File: config.mk
export PLATFORM = sky130hd
export DESIGN_NAME = tdp_ram18k_bist_ctrl_flat
export DESIGN_NICKNAME = d
export VERILOG_FILES = /design/src/rtl/tdp_bist_pkg.sv /design/src/rtl/tdp_ram18k_bist_ctrl_if.sv /design/src/rtl/tdp_bist_rd_pipe.sv /design/src/rtl/tdp_ram18k_bist_ctrl.sv /design/src/flat_wrapper.sv
export SDC_FILE = /design/constraint.sdc
export NUM_CORES = 1
export LEC_CHECK = 0
export BUFFER_PORTS_ARGS = -buffer_cell sky130_fd_sc_hd__buf_4
export CAP_MARGIN = 20
export CORE_MARGIN = 2
export CORE_UTILIZATION = 54
export DETAILED_ROUTE_END_ITERATION = 6
export PLACE_DENSITY = 0.9
export SETUP_SLACK_MARGIN = 0.05
export SLEW_MARGIN = 25
export SYNTH_ARGS = -nofsm -noshare
export SYNTH_HDL_FRONTEND = slang
export SYNTH_SLANG_ARGS = --single-unit
File: constraint.sdc
create_clock -name clk -period 2.56 [get_ports clk]
set_clock_uncertainty 0.1 [all_clocks]
set_input_delay 0.256 -clock clk [delete_from_list [all_inputs] [get_ports clk]]
set_output_delay 0.256 -clock clk [all_outputs]
set_load 0.05 [all_outputs]
File: src/rtl/tdp_bist_pkg.sv
// Shared types and helpers for the TDP RAM18K self-test sequencer.
package tdp_bist_pkg;

  localparam int unsigned W18        = 18;
  localparam int unsigned DATA_W     = 16;
  localparam int unsigned PAR_W      = 2;
  localparam int unsigned RAM_ADDR_W = 14;

  typedef enum logic [2:0] {
    IDLE  = 3'd0,
    WRITE = 3'd1,
    READ  = 3'd2,
    DRAIN = 3'd3,
    DONE  = 3'd4
  } bist_state_e;

  // One 18-bit RAM word: parity in the top two bits, data below.
  typedef struct packed {
    logic [PAR_W-1:0]  parity;
    logic [DATA_W-1:0] data;
  } ram_word_t;

  // Address-seeded test pattern; idx is the zero-extended word index.
  function automatic logic [DATA_W-1:0] bist_pattern(input logic [DATA_W-1:0] idx,
                                                     input logic [DATA_W-1:0] seed);
    return idx ^ seed;
  endfunction

  // Even parity per byte: {upper byte, lower byte}.
  function automatic logic [PAR_W-1:0] byte_parity(input logic [DATA_W-1:0] data16);
    return {^data16[15:8], ^data16[7:0]};
  endfunction

endpackage

File: src/rtl/tdp_ram18k_bist_ctrl_if.sv
// RAM-side bus between the BIST sequencer (master) and one 18-bit TDP RAM (slave).
interface tdp_ram18k_bist_ctrl_if;
  import tdp_bist_pkg::*;

  logic                  wen_a;
  logic [1:0]            be_a;
  logic [RAM_ADDR_W-1:0] addr_a;
  logic [DATA_W-1:0]     wdata_a;
  logic [PAR_W-1:0]      wparity_a;
  logic                  ren_b;
  logic [RAM_ADDR_W-1:0] addr_b;
  logic [DATA_W-1:0]     rdata_b;
  logic [PAR_W-1:0]      rparity_b;

  modport master (
    output wen_a, be_a, addr_a, wdata_a, wparity_a, ren_b, addr_b,
    input  rdata_b, rparity_b
  );

  modport slave (
    input  wen_a, be_a, addr_a, wdata_a, wparity_a, ren_b, addr_b,
    output rdata_b, rparity_b
  );
endinterface

File: src/rtl/tdp_bist_rd_pipe.sv
// Delay line of {valid, expected word}, RD_LATENCY stages deep, aligned to RAM read data.
module tdp_bist_rd_pipe
  import tdp_bist_pkg::*;
#(
  parameter int unsigned RD_LATENCY = 1
) (
  input  logic      clk,
  input  logic      rst_n,
  input  logic      in_valid,
  input  ram_word_t in_exp,
  output logic      out_valid,
  output ram_word_t out_exp
);

  localparam int unsigned SW = W18 + 1;

  logic [RD_LATENCY*SW-1:0] line_q;

  if (RD_LATENCY == 1) begin : g_one
    // Single stage: register the entry directly.
    always_ff @(posedge clk or negedge rst_n) begin
      if (!rst_n) line_q <= '0;
      else        line_q <= {in_valid, in_exp};
    end
  end else begin : g_multi
    // Shift a new entry in at the bottom every cycle.
    always_ff @(posedge clk or negedge rst_n) begin
      if (!rst_n) line_q <= '0;
      else        line_q <= {line_q[(RD_LATENCY-1)*SW-1:0], in_valid, in_exp};
    end
  end

  assign {out_valid, out_exp} = line_q[RD_LATENCY*SW-1 -: SW];

endmodule

File: src/rtl/tdp_ram18k_bist_ctrl.sv
// Write/read-back self-test sequencer for one 18-bit x 1024 RAM of a TDP_RAM18KX2.
// Optional first-failure log enabled by defining TDP_BIST_ERR_LOG_EN.
module tdp_ram18k_bist_ctrl
  import tdp_bist_pkg::*;
#(
  parameter int unsigned DEPTH      = 1024,
  parameter int unsigned ADDR_W     = 10,
  parameter int unsigned RD_LATENCY = 1,
  parameter int unsigned ERR_CNT_W  = 11
) (
  input  logic                 clk,
  input  logic                 rst_n,
  input  logic                 start,
  input  logic [DATA_W-1:0]    seed,
  output logic                 busy,
  output logic                 done,
  output logic                 pass,
  output logic [ERR_CNT_W-1:0] err_cnt,
`ifdef TDP_BIST_ERR_LOG_EN
  output logic                 fail_valid,
  output logic [ADDR_W-1:0]    fail_addr,
  output logic [W18-1:0]       fail_exp,
  output logic [W18-1:0]       fail_act,
`endif
  tdp_ram18k_bist_ctrl_if.master ram
);

  bist_state_e           state_q, state_n;
  logic [ADDR_W-1:0]     idx_q, idx_n;
  logic [DATA_W-1:0]     seed_q;
  logic [ERR_CNT_W-1:0]  err_n;
  logic                  busy_n, done_n, pass_n;
  logic                  wen_n, ren_n;
  logic [RAM_ADDR_W-1:0] addr_n;
  ram_word_t             word_n, rd_exp_q, rd_exp_n;
  logic                  accept_c, mismatch_c, pipe_vld;
  ram_word_t             pipe_exp, act_c;

  assign accept_c   = start && !busy && (state_q == IDLE || state_q == DONE);
  assign act_c      = '{parity: ram.rparity_b, data: ram.rdata_b};
  assign mismatch_c = pipe_vld && (act_c != pipe_exp);

  // Expected read words, delayed to meet the RAM read data.
  tdp_bist_rd_pipe #(.RD_LATENCY(RD_LATENCY)) u_rd_pipe (
    .clk      (clk),
    .rst_n    (rst_n),
    .in_valid (ram.ren_b),
    .in_exp   (rd_exp_q),
    .out_valid(pipe_vld),
    .out_exp  (pipe_exp)
  );

  // Next state, index, error count and next values of all registered outputs.
  always_comb begin
    state_n = state_q;
    idx_n   = idx_q + ADDR_W'(1);
    err_n   = err_cnt;
    case (state_q)
      IDLE, DONE: begin
        idx_n = '0;
        if (accept_c) state_n = WRITE;
      end
      WRITE: if (idx_q == ADDR_W'(DEPTH - 1)) begin
        state_n = READ;
        idx_n   = '0;
      end
      READ: if (idx_q == ADDR_W'(DEPTH - 1)) begin
        state_n = DRAIN;
        idx_n   = '0;
      end
      DRAIN: if (idx_q == ADDR_W'(RD_LATENCY - 1)) begin
        state_n = DONE;
        idx_n   = '0;
      end
      default: begin
        state_n = IDLE;
        idx_n   = '0;
      end
    endcase

    if (accept_c)                              err_n = '0;
    else if (mismatch_c && (err_cnt != '1))    err_n = err_cnt + ERR_CNT_W'(1);

    // DONE becomes visible once the last compare has landed in err_cnt.
    done_n = (state_q == DONE) && (state_n == DONE);
    busy_n = (state_n != IDLE) && !done_n;
    pass_n = done_n && (err_n == '0);

    wen_n          = (state_q == WRITE);
    ren_n          = (state_q == READ);
    word_n.data    = bist_pattern(DATA_W'(idx_q), seed_q);
    word_n.parity  = byte_parity(word_n.data);
    addr_n         = RAM_ADDR_W'({idx_q, 4'b0000});
    rd_exp_n       = ren_n ? word_n : '0;
  end

  // State register and registered outputs; reset drops the RAM strobes at once.
  always_ff @(posedge clk or negedge rst_n) begin
    if (!rst_n) begin
      state_q       <= IDLE;
      idx_q         <= '0;
      seed_q        <= '0;
      busy          <= 1'b0;
      done          <= 1'b0;
      pass          <= 1'b0;
      err_cnt       <= '0;
      rd_exp_q      <= '0;
      ram.wen_a     <= 1'b0;
      ram.be_a      <= '0;
      ram.addr_a    <= '0;
      ram.wdata_a   <= '0;
      ram.wparity_a <= '0;
      ram.ren_b     <= 1'b0;
      ram.addr_b    <= '0;
    end else begin
      state_q       <= state_n;
      idx_q         <= idx_n;
      if (accept_c) seed_q <= seed;
      busy          <= busy_n;
      done          <= done_n;
      pass          <= pass_n;
      err_cnt       <= err_n;
      rd_exp_q      <= rd_exp_n;
      ram.wen_a     <= wen_n;
      ram.be_a      <= {2{wen_n}};
      ram.addr_a    <= wen_n ? addr_n : '0;
      ram.wdata_a   <= wen_n ? word_n.data : '0;
      ram.wparity_a <= wen_n ? word_n.parity : '0;
      ram.ren_b     <= ren_n;
      ram.addr_b    <= ren_n ? addr_n : '0;
    end
  end

`ifdef TDP_BIST_ERR_LOG_EN
  // Keep the first mismatch of a run; the word index is recovered from the pattern.
  always_ff @(posedge clk or negedge rst_n) begin
    if (!rst_n) begin
      fail_valid <= 1'b0;
      fail_addr  <= '0;
      fail_exp   <= '0;
      fail_act   <= '0;
    end else if (accept_c) begin
      fail_valid <= 1'b0;
      fail_addr  <= '0;
      fail_exp   <= '0;
      fail_act   <= '0;
    end else if (mismatch_c && !fail_valid) begin
      fail_valid <= 1'b1;
      fail_addr  <= ADDR_W'(pipe_exp.data ^ seed_q);
      fail_exp   <= pipe_exp;
      fail_act   <= act_c;
    end
  end
`endif

endmodule

File: src/flat_wrapper.sv
// flat-port wrapper written by rule: the top's interface ports become plain ports
module tdp_ram18k_bist_ctrl_flat import tdp_bist_pkg::*;
#(
  parameter int unsigned DEPTH      = 1024,
  parameter int unsigned ADDR_W     = 10,
  parameter int unsigned RD_LATENCY = 1,
  parameter int unsigned ERR_CNT_W  = 11
)
  (clk, rst_n, start, seed, busy, done, pass, err_cnt, ram_wen_a, ram_be_a, ram_addr_a, ram_wdata_a, ram_wparity_a, ram_ren_b, ram_addr_b, ram_rdata_b, ram_rparity_b);
  tdp_ram18k_bist_ctrl_if ram_i ();
  input  logic clk;
  input  logic rst_n;
  input  logic start;
  input  logic [DATA_W-1:0] seed;
  output logic busy;
  output logic done;
  output logic pass;
  output logic [ERR_CNT_W-1:0] err_cnt;
  output wire logic [$bits(ram_i.wen_a)-1:0] ram_wen_a;
  output wire logic [$bits(ram_i.be_a)-1:0] ram_be_a;
  output wire logic [$bits(ram_i.addr_a)-1:0] ram_addr_a;
  output wire logic [$bits(ram_i.wdata_a)-1:0] ram_wdata_a;
  output wire logic [$bits(ram_i.wparity_a)-1:0] ram_wparity_a;
  output wire logic [$bits(ram_i.ren_b)-1:0] ram_ren_b;
  output wire logic [$bits(ram_i.addr_b)-1:0] ram_addr_b;
  input wire logic [$bits(ram_i.rdata_b)-1:0] ram_rdata_b;
  input wire logic [$bits(ram_i.rparity_b)-1:0] ram_rparity_b;
  assign ram_wen_a = ram_i.wen_a;
  assign ram_be_a = ram_i.be_a;
  assign ram_addr_a = ram_i.addr_a;
  assign ram_wdata_a = ram_i.wdata_a;
  assign ram_wparity_a = ram_i.wparity_a;
  assign ram_ren_b = ram_i.ren_b;
  assign ram_addr_b = ram_i.addr_b;
  assign ram_i.rdata_b = ram_rdata_b;
  assign ram_i.rparity_b = ram_rparity_b;
  tdp_ram18k_bist_ctrl #(.DEPTH(DEPTH), .ADDR_W(ADDR_W), .RD_LATENCY(RD_LATENCY), .ERR_CNT_W(ERR_CNT_W)) u_core (.clk(clk), .rst_n(rst_n), .start(start), .seed(seed), .busy(busy), .done(done), .pass(pass), .err_cnt(err_cnt), .ram(ram_i));
endmodule
Word level (Yosys, flattened, before mapping):

Cells that the tools add are included.

* word-level logic and storage cells: 61
* register bits: 129
* output and inout bits: 64
* bits of input ports: 37

* muxes and demuxes: 15
* bitwise operators: 1
* $add $sub $neg: 2
* reduce and logical (&&, ||, !) cells: 18
* equal/unequal tests: 8

Operators with widths (number)
* two-way mux 14 bit: 2
* two-way mux 11 bit: 2
* two-way mux 10 bit: 2
* one-hot mux 10 bit (2 select lines): 1
* two-way mux 18 bit: 1
* != test 18 bit: 1
* two-way mux 16 bit: 1
* XOR reduction 8 bit: 2
* XOR 10 x 16 -> 16 bit: 1
* two-way mux 3 bit: 4
* one-hot mux 3 bit (4 select lines): 1
* adder 11 x 1 -> 11 bit (second input constant): 1
* logical NOT 11 bit: 1
* != test 11 bit (second input constant): 1
* adder 10 x 1 -> 10 bit (second input constant): 1
* equality test 10 bit (second input constant): 1
* logical NOT 10 bit: 1
* logical AND 1 bit: 7
* equality test 3 x 2 -> 1 bit (second input constant): 2
* equality test 3 bit (second input constant): 2
* OR reduction 2 bit: 2
* equality test 3 x 1 -> 1 bit (second input constant): 1
* logical NOT 3 bit: 1
* nonzero test 3 bit: 1
* 3 further kinds: 4

Logic depth before layout (Yosys ltp):

Gate-level depths: netlist (run 1).

* word-level depth: 9
* mapped depth: 9
* depth with buffers taken out: 9

Cells and area by module:

A second synthesis (run 1) with hierarchy kept.

* cells, all modules: 423
* area total of the unflattened synthesis: 4863.4 sq um

By module, submodules not included
* tdp_ram18k_bist_ctrl: area an instance 4388.0 sq um, cells each 404, seq. area each 2527.4 sq um, times used 1
* tdp_bist_rd_pipe: area an instance 475.5 sq um, cells each 19, seq. area each 475.5 sq um, times used 1

Least setup slack after synthesis (run 1):

No wires, ideal clock.

* kind: register to register
* from: register u_core.err_cnt[0]
* to: register u_core.pass
* setup slack: -236 ps
* setup time: 68 ps
* stages on the path, launching flop included: 10
* clock period less this slack: 2796 ps
* path buffers: 0
* data arrival time: 2628 ps
* required time: 2392 ps
* cell sequence: dfrtp_1 ha_1 nand4_1 nor2_2 nand3_2 and3_2 nand2_1 mux2_2 a2111oi_0 and4b_1

* word-level cells in the longest chain between the ends: 6
* elaborated cells on any way between the ends: 7
* classes of those cells: 1 x add/sub; 1 x eq/ne; 2 x mux; 3 x reduce/logical

Ends and longest elaborated chain
* from (decl): RTL line tdp_ram18k_bist_ctrl.sv:18 `output logic [ERR_CNT_W-1:0] err_cnt,`
* from (signal assigned): RTL line tdp_ram18k_bist_ctrl.sv:122 `err_cnt <= err_n;`
* branches (longest 2 deep; another with adder 11 x 1 -> 11 bit)
* two-way mux 11 bit (*): RTL line tdp_ram18k_bist_ctrl.sv:82 `else if (mismatch_c && (err_cnt != '1)) err_n = err_cnt + ERR_CNT_W'(1);`
* two-way mux 11 bit (*): RTL line tdp_ram18k_bist_ctrl.sv:81 `if (accept_c) err_n = '0;`
* logical NOT 11 bit (*): RTL line tdp_ram18k_bist_ctrl.sv:87 `pass_n = done_n && (err_n == '0);`
* logical AND 1 bit (*): RTL line tdp_ram18k_bist_ctrl.sv:87
* net u_core.pass_n: RTL line tdp_ram18k_bist_ctrl.sv:32 `logic busy_n, done_n, pass_n;`
* to (signal assigned): RTL line tdp_ram18k_bist_ctrl.sv:121 `pass <= pass_n;`
* to (decl): RTL line tdp_ram18k_bist_ctrl.sv:17 `output logic pass,`

Mark *: on every way through the listed nets, which the timed path passes.
A chain may end at the register's enable or synchronous reset.

Worst setup path after layout (run 1):

* from: register u_core.u_rd_pipe.line_q[4]
* to: register u_core.pass

* word-level cells in the longest chain between the ends: 7

Ends and longest elaborated chain
* from (decl): RTL line tdp_bist_rd_pipe.sv:17 `logic [RD_LATENCY*SW-1:0] line_q;`
* from (signal assigned): RTL line tdp_bist_rd_pipe.sv:23 `else line_q <= {in_valid, in_exp};`
* != test 18 bit: RTL line tdp_ram18k_bist_ctrl.sv:41 `assign mismatch_c = pipe_vld && (act_c != pipe_exp);`
* logical AND 1 bit: RTL line tdp_ram18k_bist_ctrl.sv:41
* logical AND 1 bit: RTL line tdp_ram18k_bist_ctrl.sv:82
* two-way mux 11 bit: RTL line tdp_ram18k_bist_ctrl.sv:82
* two-way mux 11 bit: RTL line tdp_ram18k_bist_ctrl.sv:81
* logical NOT 11 bit: RTL line tdp_ram18k_bist_ctrl.sv:87
* logical AND 1 bit: RTL line tdp_ram18k_bist_ctrl.sv:87
* net u_core.pass_n: RTL line tdp_ram18k_bist_ctrl.sv:32

The timed path passes the listed nets, and every way through them passes these cells.

==> results of run 1 <==
## repair_timing
item	in CTS	in global routing
setup buffers	2	1
hold endpoints to repair	60	0
pin swaps	1	5
endpoints found under the setup margin	1	1
hold buffers	17	0
gates resized for setup	4	6
## worst min-delay path by stage
stage                      from               end  slack, ps
after floorplan           rst_n       u_core.busy       -140
after global placement    rst_n  u_core.seed_q[4]        200
after detailed placement  rst_n  u_core.seed_q[2]        210
after CTS                 start       u_core.done         70
after global routing      start       u_core.done        110
final                     start       u_core.done         80
## critical path, cell delays in order, from the launching register on
cell	delay, ps
dfrtp_1	400
xnor2_1	160
nand4_1	110
nor3_2	240
nand4_2	180
buf_4	220
a211oi_2	240
a41oi_2	90
a2111oi_4	400
and4b_1	260
## cells in the final DEF, fill, tap and decap left out, drive strengths merged, types with 8 or more instances in the layout
cell | Yosys | layout
dfrtp | 120 | 120
buf | 13 | 107
nand2 | 59 | 59
nor2 | 53 | 53
xnor2 | 41 | 41
and3 | 20 | 20
xor2 | 18 | 18
dlygate4sd3 | 0 | 17
clkbuf | 17 | 17
and2 | 16 | 16
nand3 | 12 | 12
nand4 | 11 | 11
conb | 1 | 8
inv | 6 | 8
## kinds of logic after synthesis
kind of cell / synth area share
compound gates: 0.02643
xor+xnor: 0.1081
mux: 0.004449
simple gates: 0.1874
fa+ha+maj: 0.007852
other cells: 0.0007844
flops: 0.6281
buf+inv: 0.03690
## stage by stage
step	utilization	area, um2	setup WS (ps)
floorplan	-	4836	70.43
global placement	0.6501	5614	207.3
detailed placement	0.6501	5614	131.1
CTS	0.7444	6429	57.24
global route	0.7498	6475	1.735
finish	0.7501	6477	83.03
## flip-flops by register name (all words and copies together), names as in the netlist
register                 count
u_core.busy                  1
u_core.done                  1
u_core.err_cnt              11
u_core.idx_q                10
u_core.pass                  1
u_core.ram.addr_a           10
u_core.ram.addr_b           10
u_core.ram.ren_b             1
u_core.ram.wdata_a          16
u_core.ram.wen_a             1
u_core.ram.wparity_a         2
u_core.rd_exp_q             18
u_core.seed_q               16
u_core.state_q               3
u_core.u_rd_pipe.line_q     19
## routing by layer
layer  track usage  up-vias  share of wire
met2        0.4531      203           0.51
met5             0        -              0
met4        0.1026        0          0.027
li1              -     1600              -
met3       0.08375       41          0.067
met1        0.3451     1829           0.39
## final cells by class
class,count,area (um2)
antenna,1,2.502
timing repair buffer,124,989.7
clock inverter,14,197.7
sequential,120,3014
fill,520,2158
multi-input combinational,274,1702
clock buffer,17,414.1
tap,108,135.1
inverter,6,22.52
## report_power, final
part | leakage [nW] | internal (mW) | switching [mW]
clock | 0.295 | 1.58 | 0.890
combinational | 1.36 | 0.849 | 1.61
sequential | 1.59 | 2.25 | 0.282
==> results.py, run 1 <==
metrics = {
    "die": {
        "start_util": 0.5536,
        "pin_count": 101,
        "rows": 34,
        "die-area_um2": 9622,
        "fp.dieW_um": 98.09,
        "core_area_um2": 8636,
        "die_h_um": 98.09,
    },
    "logic_synthesis": {
        "synth_common_cells": "120 x dfrtp_1, 59 x nand2_1, 52 x nor2_1, 41 x xnor2_1, 18 x xor2_1",
        "avgSynthCellArea_um2": 11.30,
        "synth-edff-count": 0,
        "yosysTopAreaCell": "dfrtp_1",
        "synth-seq-cells": 120,
        "synthTopCellsByArea": "dfrtp_1 63%, xnor2_1 7.5%, nand2_1 4.6%",
        "synth_most_common_cell": "dfrtp_1",
        "yosysSeqAreaShare": 0.6281,
        "async_flop_share": 1.000,
        "ys_types": 41,
        "netlist_instances": 423,
        "syn_area_um2": 4781,
        "ys_warn_count": 0,
        "ys.flop_type": "dfrtp_1",
        "netlist.area_leader.share": 0.6281,
    },
    "route": {
        "ant_nets": 0,
        "vias": 3673,
        "totalWireLength_um": 12860,
        "wl_per_cell_um": 19.37,
        "via_per_inst": 5.532,
        "firstDrtPassIters": 5,
        "drt_iter0_drc": 339,
        "post-route-drc-count": 0,
    },
    "global_route": {
        "grt_use_total": 0.2749,
        "grt_start_max_net_pins": 48,
        "grt_overflow_total": 0,
        "antenna_found_initial": 1,
        "grt_pass1_wl_um": 20030,
        "grt_pass1_vias": 3766,
    },
    "sta": {
        "final.setup.tns_ps": 0,
        "finalCritPeriodShare": 0.9676,
        "hold_viol": 0,
        "slew_viol_final": 0,
        "tightest_slew_ps": 624.2,
        "setup_viol": 0,
        "hold_ws_ps": 78.61,
        "fin_crit_ps": 2477,
        "grt_setup_unrepaired": "true",
        "relSlewSlack": 0.5839,
        "fmax_mhz": 403.7,
    },
    "flow_run": {
        "maxCapViolCount": 0,
    },
    "worst_setup_path": {
        "r2r_slack_ps": 80,
        "crit_type": "flop to flop",
        "cp.required_ps": 2900,
        "worstReg2RegStart": "u_core.u_rd_pipe.line_q[4]",
        "r2r_cells": 9,
        "r2r-end": "u_core.pass",
        "endpoint_kind": "flop",
        "crit_path_start": "u_core.u_rd_pipe.line_q[4]",
        "crit_arrival_ps": 2820,
        "endpoint": "u_core.pass",
        "start_kind": "flop",
        "crit_path_max_fanout": 8,
    },
    "worst_hold_path": {
        "hp-class": "input port to flop",
        "worstHoldPathCells": 4,
    },
    "cts": {
        "htreeDepth": 4,
        "clkLatencyLatePin_ps": 520,
        "cts_tree": "done",
        "cts_buffers": 17,
        "cts_sinks": 120,
        "clk_pin_slew_ps": 60,
        "cts-root-buf": "clkbuf_8",
        "cts_buffer_depth": 2,
    },
    "power_and_ir_drop": {
        "powerDensity_nw_per_um2": 1152,
        "peakVddDrop_mv": 0.5515,
        "power.leakage_nw": 3.248,
        "total_power_mw": 7.460,
    },
    "outcome": {
        "outcome": "finished, final reports clean",
    },
    "final_layout": {
        "synthToLayoutAreaGrowth_pct": 35.49,
        "final_cell_count_no_fill": 664,
        "fin_nets": 583,
        "final_layout_size_suffix_gt1_frac": 0.2991,
    },
    "place": {
        "placed_cells": 612,
        "hpwl_um": 7276,
        "io_buffers": 92,
        "routabilityCongestion": 0.8940,
    },
}
No activity file was read; power rests on OpenSTA's default activity.
==> run 2, diff against run 1 <==
--- a/config.mk
+++ b/config.mk
@@ -9,8 +9,10 @@
 export CAP_MARGIN = 20
 export CORE_MARGIN = 2
 export CORE_UTILIZATION = 54
+export CTS_CLUSTER_DIAMETER = 30
 export DETAILED_ROUTE_END_ITERATION = 6
 export PLACE_DENSITY = 0.9
+export REMOVE_ABC_BUFFERS = 1
 export SETUP_SLACK_MARGIN = 0.05
 export SLEW_MARGIN = 25
 export SYNTH_ARGS = -nofsm -noshare
==> results.py, run 2 (synthesis gave the netlist of run 1 again) <==
metrics = {
    "route": {
        "firstDrtPassIters": 4,
        "totalWireLength_um": 12100,
        "post-route-drc-count": 0,
        "ant_nets": 0,
        "drt_iter0_drc": 243,
        "vias": 3607,
        "via_per_inst": 5.384,
        "wl_per_cell_um": 18.06,
    },
    "power_and_ir_drop": {
        "p_sw_mw": 2.718,
        "pwr-share-seq": 0.339,
        "powerDensity_nw_per_um2": 1147,
        "internal_power_mw": 4.735,
        "pwr-share-clk": 0.338,
        "peakVddDrop_mv": 0.6197,
        "pwr-share-comb": 0.323,
        "power.leakage_nw": 3.282,
        "switching_share": 0.3647,
    },
    "sta": {
        "hold_viol": 0,
        "relSlewSlack": 0.5660,
        "grt_setup_unrepaired": "false",
        "finalCritPeriodShare": 0.9585,
        "fin_crit_ps": 2454,
        "setup_viol": 0,
        "fmax_mhz": 407.5,
        "tightest_slew_ps": 651.0,
        "worst_slack_ps": 106.2,
        "slew_viol_final": 0,
    },
    "worst_setup_path": {
        "start_kind": "flop",
        "worstReg2RegStart": "u_core.err_cnt[1]",
        "r2r_slack_ps": 110,
        "crit_type": "flop to flop",
        "endpoint_kind": "flop",
        "r2r_cells": 9,
        "r2r-end": "u_core.pass",
        "crit_arrival_ps": 2810,
        "cp.required_ps": 2920,
        "crit_path_max_fanout": 5,
    },
    "cts": {
        "cts_tree": "done",
        "clkLatencyLatePin_ps": 520,
        "cts_sinks": 120,
        "clk_pin_slew_ps": 60,
        "cts-root-buf": "clkbuf_8",
        "cts_buffer_depth": 2,
        "cts_buffers": 17,
        "htreeDepth": 4,
    },
    "final_layout": {
        "regMostFlops": "u_core.u_rd_pipe.line_q",
        "largest_register_ffs": 19,
        "final_layout_size_suffix_gt1_frac": 0.2865,
        "synthToLayoutAreaGrowth_pct": 35.85,
        "antenna_cells": 0,
        "final_common_cell": "dfrtp_1",
        "final_cell_count_no_fill": 670,
        "reg_top3": "u_core.u_rd_pipe.line_q: 19 flops, u_core.rd_exp_q: 18 flops",
        "fin_nets": 589,
        "mostFrequentLayoutCells": "119 x dfrtp_1, 112 x buf_4, 59 x nand2_1",
    },
    "place": {
        "routabilityCongestion": 0.8058,
        "hpwl_um": 6958,
        "pre_cts_ws_ps": -68.21,
        "io_buffers": 92,
        "placed_cells": 615,
    },
    "global_route": {
        "antenna_found_initial": 0,
        "grt_pass1_vias": 3786,
        "grt_use_total": 0.2612,
        "grt_overflow_total": 0,
        "grt_start_max_net_pins": 52,
        "grt_pass1_wl_um": 19230,
    },
    "worst_hold_path": {
        "whs_endpoint": "u_core.done",
        "worstHoldPathCells": 4,
        "holdCritStartpoint": "start",
        "hp-class": "input port to flop",
    },
    "die": {
        "core_area_um2": 8636,
        "pin_count": 101,
        "rows": 34,
        "start_util": 0.5536,
        "die_h_um": 98.09,
        "fp.dieW_um": 98.09,
        "die-area_um2": 9622,
    },
    "outcome": {
        "outcome": "finished, final reports clean",
    },
    "flow_run": {
        "maxCapViolCount": 0,
    },
}
-- run 2: cell types whose count changed in the layout (fill, tap and decap cells not counted), moves of 2 or more --
cell	change
clkinvlp_4	+2
dfrtp_1	+8
clkinv_2	-2
dfrtp_2	-8
clkbuf_8	+2
buf_4	+7
-- run 2: layout make-up --
type | instances | area [um2]
clock buffers | 19 | 441.7
clock inverters | 13 | 193.9
fillers | 480 | 2141
inverters | 6 | 22.52
multi-input cells | 274 | 1667
flip-flops and latches | 120 | 3004
well taps | 108 | 135.1
repair buffers | 130 | 1031
-- run 2: power groups by stage --
stage	registers [mW]	clock network (mW)	logic, mW
6_report	2.53	2.52	2.41
5_1_grt	2.56	2.63	2.56
4_1_cts	2.51	2.53	2.39
3_5_place_dp	2.53	0	2.29
3_3_place_gp	2.51	0	2.19
2_1_floorplan	3.11	0	1.01
-- run 2: worst max-delay path by stage --
stage | startpoint | end | slack [ps] | depth (start not counted)
floorplan | u_core.busy | u_core.pass | -650 | 3
global placement | u_core.u_rd_pipe.line_q[8] | u_core.pass | 110 | 8
detailed placement | u_core.u_rd_pipe.line_q[0] | u_core.pass | -70 | 8
CTS | u_core.u_rd_pipe.line_q[0] | u_core.pass | 120 | 8
global route | u_core.err_cnt[1] | u_core.pass | 20 | 9
finish | u_core.err_cnt[1] | u_core.pass | 110 | 9
-- run 2: timing repair --
item,4_1_cts,5_1_grt
hold buffers,17,0
pin swaps,2,4
setup endpoints to repair,1,1
setup buffers,3,3
resized for setup,1,7
endpoints found under the hold margin,63,0
-- run 2: through the flow --
step                      instance area [um2]  hold WS, ps  TNS, ps  utilization  power, mW
after global placement                   5610        211.0        0       0.6497      4.704
after floorplan                          4653       -139.6   -11020            -      4.121
final                                    6495        130.2        0       0.7521      7.453
after global routing                     6495        171.1        0       0.7521      7.745
after detailed placement                 5610        225.7   -68.21       0.6497      4.822
after CTS                                6444        62.71        0       0.7462      7.432
-- run 2: worst max-delay path: stages, from the launching register on --
cell and delay [ps]:
dfrtp_1 390, ha_4 160, nand4_1 160, nor2_2 210
nand3_2 150, and3_4 220, nand2_1 100, mux2_2 350
a2111oi_2 320, and4b_1 230
-- run 2: per-layer routing --
layer  part of all wire  vias to the layer above  GRT usage
li1                   -                     1613          -
met1               0.39                     1779     0.3250
met2               0.51                      181     0.4368
met3              0.065                       34    0.06800
met4              0.030                        0     0.1090
met5                  0                        -          0
==> run 3, diff against run 2 <==
--- a/config.mk
+++ b/config.mk
@@ -7,13 +7,14 @@
 export LEC_CHECK = 0
 export BUFFER_PORTS_ARGS = -buffer_cell sky130_fd_sc_hd__buf_4
 export CAP_MARGIN = 20
-export CORE_MARGIN = 2
-export CORE_UTILIZATION = 54
+export CORE_UTILIZATION = 56
+export CTS_BUF_LIST = sky130_fd_sc_hd__clkbuf_4
 export CTS_CLUSTER_DIAMETER = 30
 export DETAILED_ROUTE_END_ITERATION = 6
-export PLACE_DENSITY = 0.9
+export PLACE_DENSITY = 0.93
 export REMOVE_ABC_BUFFERS = 1
 export SETUP_SLACK_MARGIN = 0.05
+export SKIP_LAST_GASP = 1
 export SLEW_MARGIN = 25
 export SYNTH_ARGS = -nofsm -noshare
 export SYNTH_HDL_FRONTEND = slang
==> results.py, run 3 (synthesis gave the netlist of run 1 again) <==
metrics = {
    "outcome": {
        "outcome": "finished, final reports clean",
    },
    "place": {
        "dpl_cell_area_um2": 5607,
        "placed_cells": 612,
        "hpwl_um": 6998,
        "routabilityCongestion": 0.8246,
        "io_buffers": 92,
    },
    "final_layout": {
        "stdcell_area_um2": 6177,
        "regMostFlops": "u_core.u_rd_pipe.line_q",
        "largest_register_ffs": 19,
        "fin_nets": 588,
        "reg_top3": "u_core.u_rd_pipe.line_q: 19 flops, u_core.rd_exp_q: 18 flops",
        "mostFrequentLayoutCells": "120 x dfrtp_1, 111 x buf_4, 58 x nand2_1",
        "final_layout_size_suffix_gt1_frac": 0.2893,
        "final_common_cell": "dfrtp_1",
        "synthToLayoutAreaGrowth_pct": 29.21,
        "final_cell_count_no_fill": 666,
        "fin_util": 0.7480,
    },
    "worst_setup_path": {
        "crit_path_max_fanout": 6,
        "slowest_stage": "dfrtp_1",
        "cp.required_ps": 2920,
        "path_depth": 9,
        "crit_buf_inv": 0,
        "crit_type": "flop to flop",
        "cp_cell_sequence": "ha_4, nand4_1, nor2_2, nand3_2, and3_4, nand2_2, mux2_2, a2111oi_4, and4b_1",
        "crit_path_start": "u_core.err_cnt[1]",
        "endpoint_kind": "flop",
        "cpPeakStageDelay_ps": 400,
        "crit_family": "simple AND/OR/NAND/NOR gates",
        "start_kind": "flop",
        "crit_arrival_ps": 2920,
        "worstReg2RegStart": "u_core.err_cnt[1]",
        "r2r_cells": 9,
    },
    "die": {
        "die_h_um": 94.40,
        "start_util": 0.5789,
        "rows": 33,
        "pin_count": 101,
        "die-area_um2": 8910,
        "fp.dieW_um": 94.40,
        "core_area_um2": 8258,
    },
    "route": {
        "firstDrtPassIters": 5,
        "via_per_inst": 5.530,
        "vias": 3683,
        "ant_nets": 0,
        "post-route-drc-count": 0,
        "wl_per_cell_um": 17.87,
        "totalWireLength_um": 11900,
        "drt_iter0_drc": 252,
    },
    "cts": {
        "cts_tree": "done",
        "cts_buffer_depth": 2,
        "cts_sinks": 120,
        "htreeDepth": 4,
        "clk_pin_slew_ps": 120,
        "cts-root-buf": "clkbuf_4",
        "cts_buffers": 17,
        "clkLatencyLatePin_ps": 520,
    },
    "sta": {
        "slew_viol_final": 0,
        "fmax_mhz": 392.1,
        "fin_crit_ps": 2551,
        "hold_ws_ps": 122.1,
        "relSlewSlack": 0.6333,
        "setup_viol": 0,
        "tightest_slew_ps": 550.0,
        "finalCritPeriodShare": 0.9963,
        "hold_viol": 0,
    },
    "global_route": {
        "grt_pass1_wl_um": 18020,
        "grt_pass1_vias": 3667,
        "grt_use_total": 0.2786,
        "grt_start_max_net_pins": 85,
        "antenna_found_initial": 0,
        "grt_overflow_total": 0,
    },
    "power_and_ir_drop": {
        "peakVddDrop_mv": 0.4170,
        "power.leakage_nw": 3.154,
        "powerDensity_nw_per_um2": 998.4,
    },
    "worst_hold_path": {
        "hp-class": "input port to asynchronous set/reset pin",
    },
    "flow_run": {
        "maxCapViolCount": 0,
    },
}
==> run 3: cell types whose count changed in the layout (fill, tap and decap cells not counted), sizes merged <==
cell and delta:
bufinv -2, inv +2, clkinvlp -2, buf -1
clkinv +3, diode +1, clkbuf -2
==> run 3: repair_timing <==
| item | CTS | global route |
|---|---|---|
| pin swaps | 2 | 8 |
| gates resized for setup | 3 | 11 |
| hold buffers | 17 | 0 |
| endpoints found under the setup margin | 1 | 1 |
| buffers inserted | 2 | 3 |
| hold endpoints to repair | 52 | 0 |
==> run 3: per-layer routing <==
layer | global-route usage | part of all wire | vias to the layer above | routed length, um
met5 | 0 | 0 | - | 0
met4 | 0.1513 | 0.049 | 0 | 586
met3 | 0.08374 | 0.075 | 67 | 888
met2 | 0.4553 | 0.52 | 237 | 6143
met1 | 0.3313 | 0.36 | 1772 | 4284
li1 | - | - | 1607 | -
==> run 3: stage by stage <==
stage / setup TNS [ps] / total power, mW / setup WS [ps]
after floorplan: -11020 / 4.121 / -649.3
after global placement: 0 / 4.691 / 111.7
after detailed placement: -71.40 / 4.779 / -71.40
after CTS: 0 / 6.119 / 67.38
after global routing: -115.2 / 6.441 / -115.2
final: 0 / 6.167 / 9.383
==> run 3: cell type report <==
| type | count | area, um2 |
|---|---|---|
| clock inverters | 14 | 151.4 |
| well taps | 105 | 131.4 |
| diodes | 1 | 2.502 |
| inverters | 6 | 22.52 |
| clock buffers | 17 | 127.6 |
| flip-flops and latches | 120 | 3003 |
| multi-input cells | 274 | 1715 |
| fillers | 493 | 2081 |
| repair buffers | 129 | 1023 |
==> run 3: worst register-to-register path, delay by kind of cell, from the launching register on <==
kind / cells / cell delay [ps]
mux: 1 / 360
compound gates: 1 / 340
fa+ha+maj: 1 / 170
simple gates: 6 / 1140
flops: 1 / 400
==> run 3: power breakdown <==
part | leakage (nW) | internal [mW] | switching [mW]
clock | 0.149 | 0.582 | 0.761
sequential | 1.61 | 2.24 | 0.268
combinational | 1.40 | 0.845 | 1.47
total | 3.15 | 3.67 | 2.50
==> run 3: worst paths after layout <==
path	endpoint	slack (ps)
setup / recovery	u_core.pass	9
hold / removal	u_core.seed_q[13]	120
setup reg to reg	u_core.pass	9
hold reg to reg	u_core.u_rd_pipe.line_q[11]	260
max in group asynchronous	u_core.ram.ren_b	1430
min in group clk	u_core.done	160
